### src/rtl/imgproc_pkg.sv
// Shared types and constants for the image-processing stream stages.
// Luma uses fixed-point BT.601-style weights that sum to 256.
package imgproc_pkg;

    localparam int PIX_DATA_W = 32;

    typedef logic [23:0] pixel_t;

    localparam logic [7:0] LUMA_R = 8'd77;
    localparam logic [7:0] LUMA_G = 8'd150;
    localparam logic [7:0] LUMA_B = 8'd29;

    localparam logic [PIX_DATA_W-1:0] FG_PIXEL = 32'h00FF_FFFF;
    localparam logic [PIX_DATA_W-1:0] BG_PIXEL = 32'h0000_0000;

    typedef struct packed {
        logic [PIX_DATA_W-1:0] data;
        logic                  user;
        logic                  last;
    } beat_t;

    // Weights sum to 256, so the 16-bit sum cannot overflow and [15:8] is Y.
    function automatic logic [7:0] luma(input pixel_t p);
        logic [15:0] sum;
        sum = 16'(p[23:16]) * 16'(LUMA_R)
            + 16'(p[15:8])  * 16'(LUMA_G)
            + 16'(p[7:0])   * 16'(LUMA_B);
        return sum[15:8];
    endfunction

endpackage

### src/rtl/axis_skid_buffer.sv
// Two-entry stream output stage: an output register plus one overflow slot,
// with in_ready driven straight from a flop (low while in reset).
module axis_skid_buffer #(
    parameter int W = 8
) (
    input  logic         clk,
    input  logic         rst,
    input  logic [W-1:0] in_data,
    input  logic         in_valid,
    output logic         in_ready,
    output logic [W-1:0] out_data,
    output logic         out_valid,
    input  logic         out_ready
);

    // Handshake: a beat moves on either side when valid && ready at a rising
    // edge; out_data/out_valid hold steady while out_valid && !out_ready.
    logic         out_valid_q, out_valid_d;
    logic [W-1:0] out_data_q, out_data_d;
    logic         skid_valid_q, skid_valid_d;
    logic [W-1:0] skid_data_q, skid_data_d;
    logic         in_ready_q, in_ready_d;
    logic         in_fire;

    always_comb begin
        out_valid_d  = out_valid_q;
        out_data_d   = out_data_q;
        skid_valid_d = skid_valid_q;
        skid_data_d  = skid_data_q;
        in_fire      = in_valid && in_ready_q;

        if (!out_valid_q || out_ready) begin
            if (skid_valid_q) begin
                out_valid_d  = 1'b1;
                out_data_d   = skid_data_q;
                skid_valid_d = 1'b0;
            end else begin
                out_valid_d = in_fire;
                if (in_fire) begin
                    out_data_d = in_data;
                end
            end
        end else if (in_fire) begin
            skid_valid_d = 1'b1;
            skid_data_d  = in_data;
        end

        in_ready_d = !skid_valid_d;
    end

    always_ff @(posedge clk or posedge rst) begin
        if (rst) begin
            out_valid_q  <= 1'b0;
            out_data_q   <= '0;
            skid_valid_q <= 1'b0;
            skid_data_q  <= '0;
            in_ready_q   <= 1'b0;
        end else begin
            out_valid_q  <= out_valid_d;
            out_data_q   <= out_data_d;
            skid_valid_q <= skid_valid_d;
            skid_data_q  <= skid_data_d;
            in_ready_q   <= in_ready_d;
        end
    end

    assign in_ready  = in_ready_q;
    assign out_valid = out_valid_q;
    assign out_data  = out_data_q;

endmodule

### src/rtl/pixel_threshold_stream.sv
// RGB -> luma -> threshold stream stage with regenerated end-of-line TLAST.
// Optional foreground pixel counter enabled by defining IMGPROC_FG_COUNT_EN.
module pixel_threshold_stream
    import imgproc_pkg::*;
#(
    parameter int DATA_W = 32,
    parameter int COL_W  = 12
) (
    input  logic              ACLK,
    input  logic              ARESET,
    input  logic [DATA_W-1:0] s_axis_tdata,
    input  logic              s_axis_tuser,
    input  logic              s_axis_tlast,
    input  logic              s_axis_tvalid,
    output logic              s_axis_tready,
    output logic [DATA_W-1:0] m_axis_tdata,
    output logic              m_axis_tuser,
    output logic              m_axis_tlast,
    output logic              m_axis_tvalid,
    input  logic              m_axis_tready,
    input  logic              cfg_enable,
    input  logic              cfg_invert,
    input  logic [7:0]        cfg_threshold,
    input  logic [COL_W-1:0]  cfg_width,
    input  logic              cfg_clear_err,
    output logic              line_err,
    output logic [31:0]       fg_count
);

    localparam int PAY_W = $bits(beat_t) + 1;

    logic             pipe_en;
    logic             in_fire;

    logic             have_sof_q, have_sof_d;
    logic             sh_en_q, sh_en_d;
    logic             sh_inv_q, sh_inv_d;
    logic [7:0]       sh_thr_q, sh_thr_d;
    logic [COL_W-1:0] sh_width_q, sh_width_d;
    logic [COL_W-1:0] col_q, col_d;
    logic             line_err_q, line_err_d;

    logic             eff_en, eff_inv;
    logic [7:0]       eff_thr;
    logic [COL_W-1:0] eff_width, w_eff, col_start;
    logic             is_last, err_set;

    logic              s1_valid_q, s1_valid_d;
    logic [7:0]        s1_luma_q, s1_luma_d;
    logic [DATA_W-1:0] s1_data_q, s1_data_d;
    logic              s1_user_q, s1_user_d;
    logic              s1_last_q, s1_last_d;
    logic              s1_en_q, s1_en_d;
    logic              s1_inv_q, s1_inv_d;
    logic [7:0]        s1_thr_q, s1_thr_d;

    logic              fg_raw, s2_fg;
    beat_t             s2_beat, out_beat;
    logic [PAY_W-1:0]  skid_out;
    logic              out_fg;

    // Both pipeline registers move only when the skid buffer has room.
    assign in_fire = s_axis_tvalid && pipe_en;

    always_comb begin
        // A SOF beat uses (and captures) the live config; otherwise the frame's shadow.
        if (s_axis_tuser || !have_sof_q) begin
            eff_en    = cfg_enable;
            eff_inv   = cfg_invert;
            eff_thr   = cfg_threshold;
            eff_width = cfg_width;
        end else begin
            eff_en    = sh_en_q;
            eff_inv   = sh_inv_q;
            eff_thr   = sh_thr_q;
            eff_width = sh_width_q;
        end

        w_eff     = (eff_width == '0) ? COL_W'(1) : eff_width;
        col_start = s_axis_tuser ? '0 : col_q;
        is_last   = (col_start == w_eff - COL_W'(1));
        err_set   = in_fire && ((s_axis_tlast != is_last) ||
                                (s_axis_tuser && (col_q != '0)));

        have_sof_d = have_sof_q;
        sh_en_d    = sh_en_q;
        sh_inv_d   = sh_inv_q;
        sh_thr_d   = sh_thr_q;
        sh_width_d = sh_width_q;
        col_d      = col_q;

        if (in_fire) begin
            col_d = is_last ? '0 : col_start + COL_W'(1);
            if (s_axis_tuser) begin
                have_sof_d = 1'b1;
                sh_en_d    = cfg_enable;
                sh_inv_d   = cfg_invert;
                sh_thr_d   = cfg_threshold;
                sh_width_d = cfg_width;
            end
        end

        if (err_set) begin
            line_err_d = 1'b1;
        end else if (cfg_clear_err) begin
            line_err_d = 1'b0;
        end else begin
            line_err_d = line_err_q;
        end

        s1_valid_d = s1_valid_q;
        s1_luma_d  = s1_luma_q;
        s1_data_d  = s1_data_q;
        s1_user_d  = s1_user_q;
        s1_last_d  = s1_last_q;
        s1_en_d    = s1_en_q;
        s1_inv_d   = s1_inv_q;
        s1_thr_d   = s1_thr_q;
        if (pipe_en) begin
            s1_valid_d = s_axis_tvalid;
            s1_luma_d  = luma(s_axis_tdata[23:0]);
            s1_data_d  = s_axis_tdata;
            s1_user_d  = s_axis_tuser;
            s1_last_d  = is_last;
            s1_en_d    = eff_en;
            s1_inv_d   = eff_inv;
            s1_thr_d   = eff_thr;
        end
    end

    always_ff @(posedge ACLK or posedge ARESET) begin
        if (ARESET) begin
            have_sof_q <= 1'b0;
            sh_en_q    <= 1'b0;
            sh_inv_q   <= 1'b0;
            sh_thr_q   <= '0;
            sh_width_q <= '0;
            col_q      <= '0;
            line_err_q <= 1'b0;
            s1_valid_q <= 1'b0;
            s1_luma_q  <= '0;
            s1_data_q  <= '0;
            s1_user_q  <= 1'b0;
            s1_last_q  <= 1'b0;
            s1_en_q    <= 1'b0;
            s1_inv_q   <= 1'b0;
            s1_thr_q   <= '0;
        end else begin
            have_sof_q <= have_sof_d;
            sh_en_q    <= sh_en_d;
            sh_inv_q   <= sh_inv_d;
            sh_thr_q   <= sh_thr_d;
            sh_width_q <= sh_width_d;
            col_q      <= col_d;
            line_err_q <= line_err_d;
            s1_valid_q <= s1_valid_d;
            s1_luma_q  <= s1_luma_d;
            s1_data_q  <= s1_data_d;
            s1_user_q  <= s1_user_d;
            s1_last_q  <= s1_last_d;
            s1_en_q    <= s1_en_d;
            s1_inv_q   <= s1_inv_d;
            s1_thr_q   <= s1_thr_d;
        end
    end

    // Second stage: the compare result is registered by the skid buffer's output slot.
    always_comb begin
        fg_raw       = (s1_luma_q >= s1_thr_q) ^ s1_inv_q;
        s2_fg        = s1_en_q && fg_raw;
        s2_beat.data = s1_en_q ? (fg_raw ? FG_PIXEL : BG_PIXEL) : s1_data_q;
        s2_beat.user = s1_user_q;
        s2_beat.last = s1_last_q;
    end

    axis_skid_buffer #(.W(PAY_W)) u_skid (
        .clk       (ACLK),
        .rst       (ARESET),
        .in_data   ({s2_fg, s2_beat}),
        .in_valid  (s1_valid_q),
        .in_ready  (pipe_en),
        .out_data  (skid_out),
        .out_valid (m_axis_tvalid),
        .out_ready (m_axis_tready)
    );

    assign out_fg        = skid_out[PAY_W-1];
    assign out_beat      = skid_out[PAY_W-2:0];
    assign m_axis_tdata  = out_beat.data;
    assign m_axis_tuser  = out_beat.user;
    assign m_axis_tlast  = out_beat.last;
    assign s_axis_tready = pipe_en;
    assign line_err      = line_err_q;

`ifdef IMGPROC_FG_COUNT_EN
    logic        out_fire;
    logic [31:0] fg_cnt_q, fg_cnt_d;
    logic [31:0] fg_count_q, fg_count_d;

    assign out_fire = m_axis_tvalid && m_axis_tready;

    // The SOF beat closes the previous frame and is itself the new frame's first pixel.
    always_comb begin
        fg_cnt_d   = fg_cnt_q;
        fg_count_d = fg_count_q;
        if (out_fire) begin
            if (out_beat.user) begin
                fg_count_d = fg_cnt_q;
                fg_cnt_d   = {31'b0, out_fg};
            end else begin
                fg_cnt_d = fg_cnt_q + {31'b0, out_fg};
            end
        end
    end

    always_ff @(posedge ACLK or posedge ARESET) begin
        if (ARESET) begin
            fg_cnt_q   <= '0;
            fg_count_q <= '0;
        end else begin
            fg_cnt_q   <= fg_cnt_d;
            fg_count_q <= fg_count_d;
        end
    end

    assign fg_count = fg_count_q;
`else
    logic unused_fg;
    assign unused_fg = out_fg;
    assign fg_count  = 32'h0;
`endif

endmodule

### config.mk
export PLATFORM = sky130hd
export DESIGN_NAME = pixel_threshold_stream
export DESIGN_NICKNAME = d
export VERILOG_FILES = /design/src/rtl/imgproc_pkg.sv /design/src/rtl/axis_skid_buffer.sv /design/src/rtl/pixel_threshold_stream.sv
export SDC_FILE = /design/constraint.sdc
export NUM_CORES = 1
export LEC_CHECK = 0
export ABC_AREA = 1
export BUFFER_PORTS_ARGS = -buffer_cell sky130_fd_sc_hd__clkbuf_2
export CAP_MARGIN = 20
export CORE_MARGIN = 2
export CORE_UTILIZATION = 30
export DETAILED_ROUTE_END_ITERATION = 8
export SETUP_SLACK_MARGIN = 0.3
export SYNTH_ARGS = -nofsm -noshare
export SYNTH_HDL_FRONTEND = slang
export SYNTH_SLANG_ARGS = --single-unit
### constraint.sdc
create_clock -name ACLK -period 5 [get_ports ACLK]
set_clock_uncertainty 0.15 [all_clocks]
set_input_delay 0.25 -clock ACLK [delete_from_list [all_inputs] [get_ports ACLK]]
set_output_delay 0.25 -clock ACLK [all_outputs]
set_load 0.1 [all_outputs]
==> Implementation_results.wiki <==
{| class="wikitable"
! Metric !! Value
|-
| Result of the run || finished with violations
|-
| Failing checks || setup timing
|-
| Global routing met3 resource utilization || 1.848%
|-
| Vias/cell || 4.418
|-
| DRC violations left || 0
|-
| Critical hold path startpoint || s_axis_tdata[12]
|-
| Number of distinct library cell variants in the gate-level netlist after synthesis || 47
|-
| Flip-flop cell with the highest count after synthesis || dfrtp_1
|-
| Worst setup margin || -0.3650 ns
|-
| Final cycle utilization of the critical path || 107.3%
|-
| Floorplan die height || 198.7 um
|-
| Fin. max-slew vios || 0
|-
| Required @ worst endpoint || 5.22 ns
|-
| Combinational family with the most area after synthesis || adder cells
|-
| Placed standard-cell area || 0.01285 sq mm
|-
| CP endpoint kind || flip-flop
|-
| Post-synthesis cell count || 1390
|-
| Startpoint of the most critical register-to-register path || have_sof_q
|-
| Peak clock frequency supported by timing || 0.1864 GHz
|-
| Maximum number of buffers from clock root to sink || 2
|-
| Post-Synthesis Mean Instance Area || 8.185 sq um
|-
| Overflow left after global routing || 0
|-
| Starting density of the core || 30.35%
|-
| Data arrival, critical path || 5.59 ns
|-
| Detail Route Antenna Nets || 0
|-
| CTS clock-pin slew for the worst setup and hold paths || 0.07 ns
|-
| TritonCTS clock tree || yes
|-
| P&R area growth vs syn || 23.62%
|-
| Met2 demand-to-capacity share in global routing || 24.85%
|-
| Clock tree root buffer cell || clkbuf_16
|-
| Number of max-capacitance violations reported || 0
|-
| Flop and latch count out of synthesis || 160
|-
| Clk Latency, worst-skew pair || 0.43 ns
|-
| Simple-gate area share of the yosys netlist || 19.87%
|-
| Via count of the first global-routing pass || 9477
|-
| Number of DRC markers after the initial detailed-route iteration || 570
|-
| Worst Path Class, Setup || input port to flip-flop
|-
| Net total in the final layout || 1778
|-
| Total iterations of the first detailed-routing run || 5
|-
| Met1 Use GR || 20.31%
|-
| DP HPWL || 20.78 mm
|-
| Proportion of layout cells with a drive suffix above 1 || 19.54%
|-
| Wire length after detailed routing || 28.25 mm
|-
| Ys Warns || 0
|-
| Max-slew headroom || 31.44%
|-
| Async S/R FF share, synth || 100.0%
|-
| Area share of xor/xnor cells in the synthesized design || 2.156%
|-
| Critical-path maximum fanout || 3
|-
| Post-Layout Inst Area || 0.01406 sq mm
|-
| Setup violators final || 8
|-
| Adder and majority gate portion of the synthesized area || 20.02%
|-
| Number of cells in the design after placement || 2017
|-
| WL per Instance || 13.51 um
|-
| Post-synth design cell area || 0.01138 sq mm
|-
| Post-synth EDFFs || 0
|-
| Wire length of the first global-routing pass || 47.40 mm
|-
| TritonCTS Buffers || 17
|-
| Number of standard cells in the layout, taps in and fillers out || 2092
|-
| Total of buffers placed on input and output ports || 97
|-
| Multiplexer share of the synthesized area || 0.09898%
|-
| Unrepaired setup endpoints after global routing || yes
|-
| Worst setup path startpoint || s_axis_tdata[14]
|-
| Share of the synthesized area in compound gates (AO/OA/AOI/OAI) || 11.12%
|-
| Worst slew pin tran || 1.028 ns
|-
| Worst setup slack after placement || -0.9942 ns
|-
| Count of antenna diodes in the layout || 0
|-
| Clock net sink count || 160
|-
| Antenna violations before repair || 0
|-
| Site Rows || 71
|-
| Most used routing layer in global routing || met2
|-
| Pin count of the biggest net entering global routing || 161
|-
| Number of endpoints with negative hold slack in the final report || 0
|-
| Hold Crit Class || input port to flip-flop
|-
| Fin crit period || 5.365 ns
|-
| Die Footprint || 0.03950 sq mm
|-
| DIE WIDTH || 198.7 um
|-
| Kind of launch point of the worst setup path || input port
|-
| Post-synthesis sequential area ratio || 35.19%
|-
| All-Layer GR Usage || 15.04%
|-
| Placer congestion estimate || 0.8522
|-
| Vias after detailed routing || 9242
|-
| CTS HTree Levels || 4
|-
| Count of pins on the block boundary || 130
|-
| Core Box Area || 0.03749 sq mm
|}
[placed cells by master (no fill, tap or decap), types with 38 or more instances in the layout]
cell        n
nand2_1   312
inv_1     208
dfrtp_1   159
o21ai_0   154
clkbuf_2   93
ha_1       82
nor2_1     71
buf_4      67
fa_1       53
nand3_1    38
[per-stage QoR]
step                utilization [%]  TNS, ns  hold slack (ns)
floorplan                         -   -2.116           0.2168
global placement              34.28   -5.514           0.3036
detailed placement            34.28   -6.081           0.3081
CTS                           37.04   -2.284          0.01719
global route                  37.52   -3.723          0.04230
finish                        37.52   -2.012          0.01527
[worst max-delay path: stages]
cell and delay (ns):
buf_8 0.10, ha_4 0.24, ha_4 0.25, inv_2 0.03, fa_1 0.47, inv_1 0.05
fa_1 0.48, ha_4 0.28, xor2_2 0.15, fa_1 0.49, fa_1 0.52, inv_2 0.04
fa_1 0.47, fa_1 0.51, inv_2 0.05, ha_4 0.24, a21oi_4 0.14, o21ai_2 0.06
a221o_1 0.29, a31oi_1 0.17, xor2_1 0.16, nand2_1 0.07, nand2_1 0.08
[registers in the layout, summed over array words and instances, names as in the netlist]
name and cells:
col_q 12, have_sof_q 1, line_err 1, s1_data_q 32, s1_en_q 1, s1_inv_q 1
s1_last_q 1, s1_luma_q 8, s1_thr_q 8, s1_user_q 1, s1_valid_q 1, sh_en_q 1
sh_inv_q 1, sh_thr_q 8, sh_width_q 12, u_skid.in_ready 1, u_skid.out_data 34, u_skid.out_valid 1
u_skid.skid_data_q 34, u_skid.skid_valid_q 1
[layer usage]
layer,part of all wire [%],vias up
met3,2.6,40
li1,-,4703
met2,47,149
met4,2.5,0
met1,48,4350
met5,0,-
[cells by family (layout without fill, tap and decap cells)]
kind of cell / after synthesis / count (layout)
and+or+nand+nor: 510 / 510
buffers and inverters: 303 / 463
AOI/OAI and AO/OA: 238 / 238
DFF: 160 / 160
adders and majority gates: 149 / 149
xor gates and xnor gates: 28 / 28
other: 1 / 32
muxes: 1 / 1
[layout make-up]
cell class / instances / area [sq um]
Clock buffer: 20 / 456.7
Clock inverter: 12 / 97.59
Fill cell: 3912 / 23420
Inverter: 223 / 853.3
Multi-Input combinational cell: 958 / 6521
Sequential cell: 160 / 4005
Tap cell: 511 / 639.4
Timing Repair Buffer: 208 / 1491
[cell usage after synthesis (5+ instances only)]
cell type	number	area [sq um]
nor2_1	77	289.0
a21oi_1	40	200.2
dfrtp_1	160	4004
xnor2_1	5	43.79
ha_1	94	1176
o21ai_0	160	800.8
o21bai_1	5	37.54
nand3b_1	5	37.54
nand3_2	10	100.1
inv_1	217	814.5
clkbuf_1	38	142.6
nand4_1	13	81.33
nor3_1	7	35.03
nand3_1	42	210.2
fa_1	55	1101
buf_1	5	18.77
nand2_2	12	75.07
nand2_1	321	1205
a31oi_1	14	87.58
xor2_1	23	201.4
buf_4	33	247.7
o21ai_1	9	45.04
[path summary, 6_finish.rpt]
kind,to,slack (ns),depth (start not counted)
max,s1_luma_q[7],-0.36,23
min,s1_data_q[12],0.02,4
max reg2reg,line_err,1.57,25
min reg2reg,u_skid.skid_data_q[31],0.32,2
max in group asynchronous,sh_width_q[0],3.59,4
min in group asynchronous,u_skid.out_data[32],0.50,4
[repair_timing]
action / in CTS / in global routing
setup endpoints to repair: 8 / 8
setup buffers: 4 / 3
hold endpoints to repair: 156 / 0
pin swaps: 32 / 33
cloned: 0 / 0
hold buffers: 35 / 0
resized for setup: 24 / 35
Power is not shown: default switching activity piles up to over one toggle a cycle in this logic, so the estimate is an artifact.
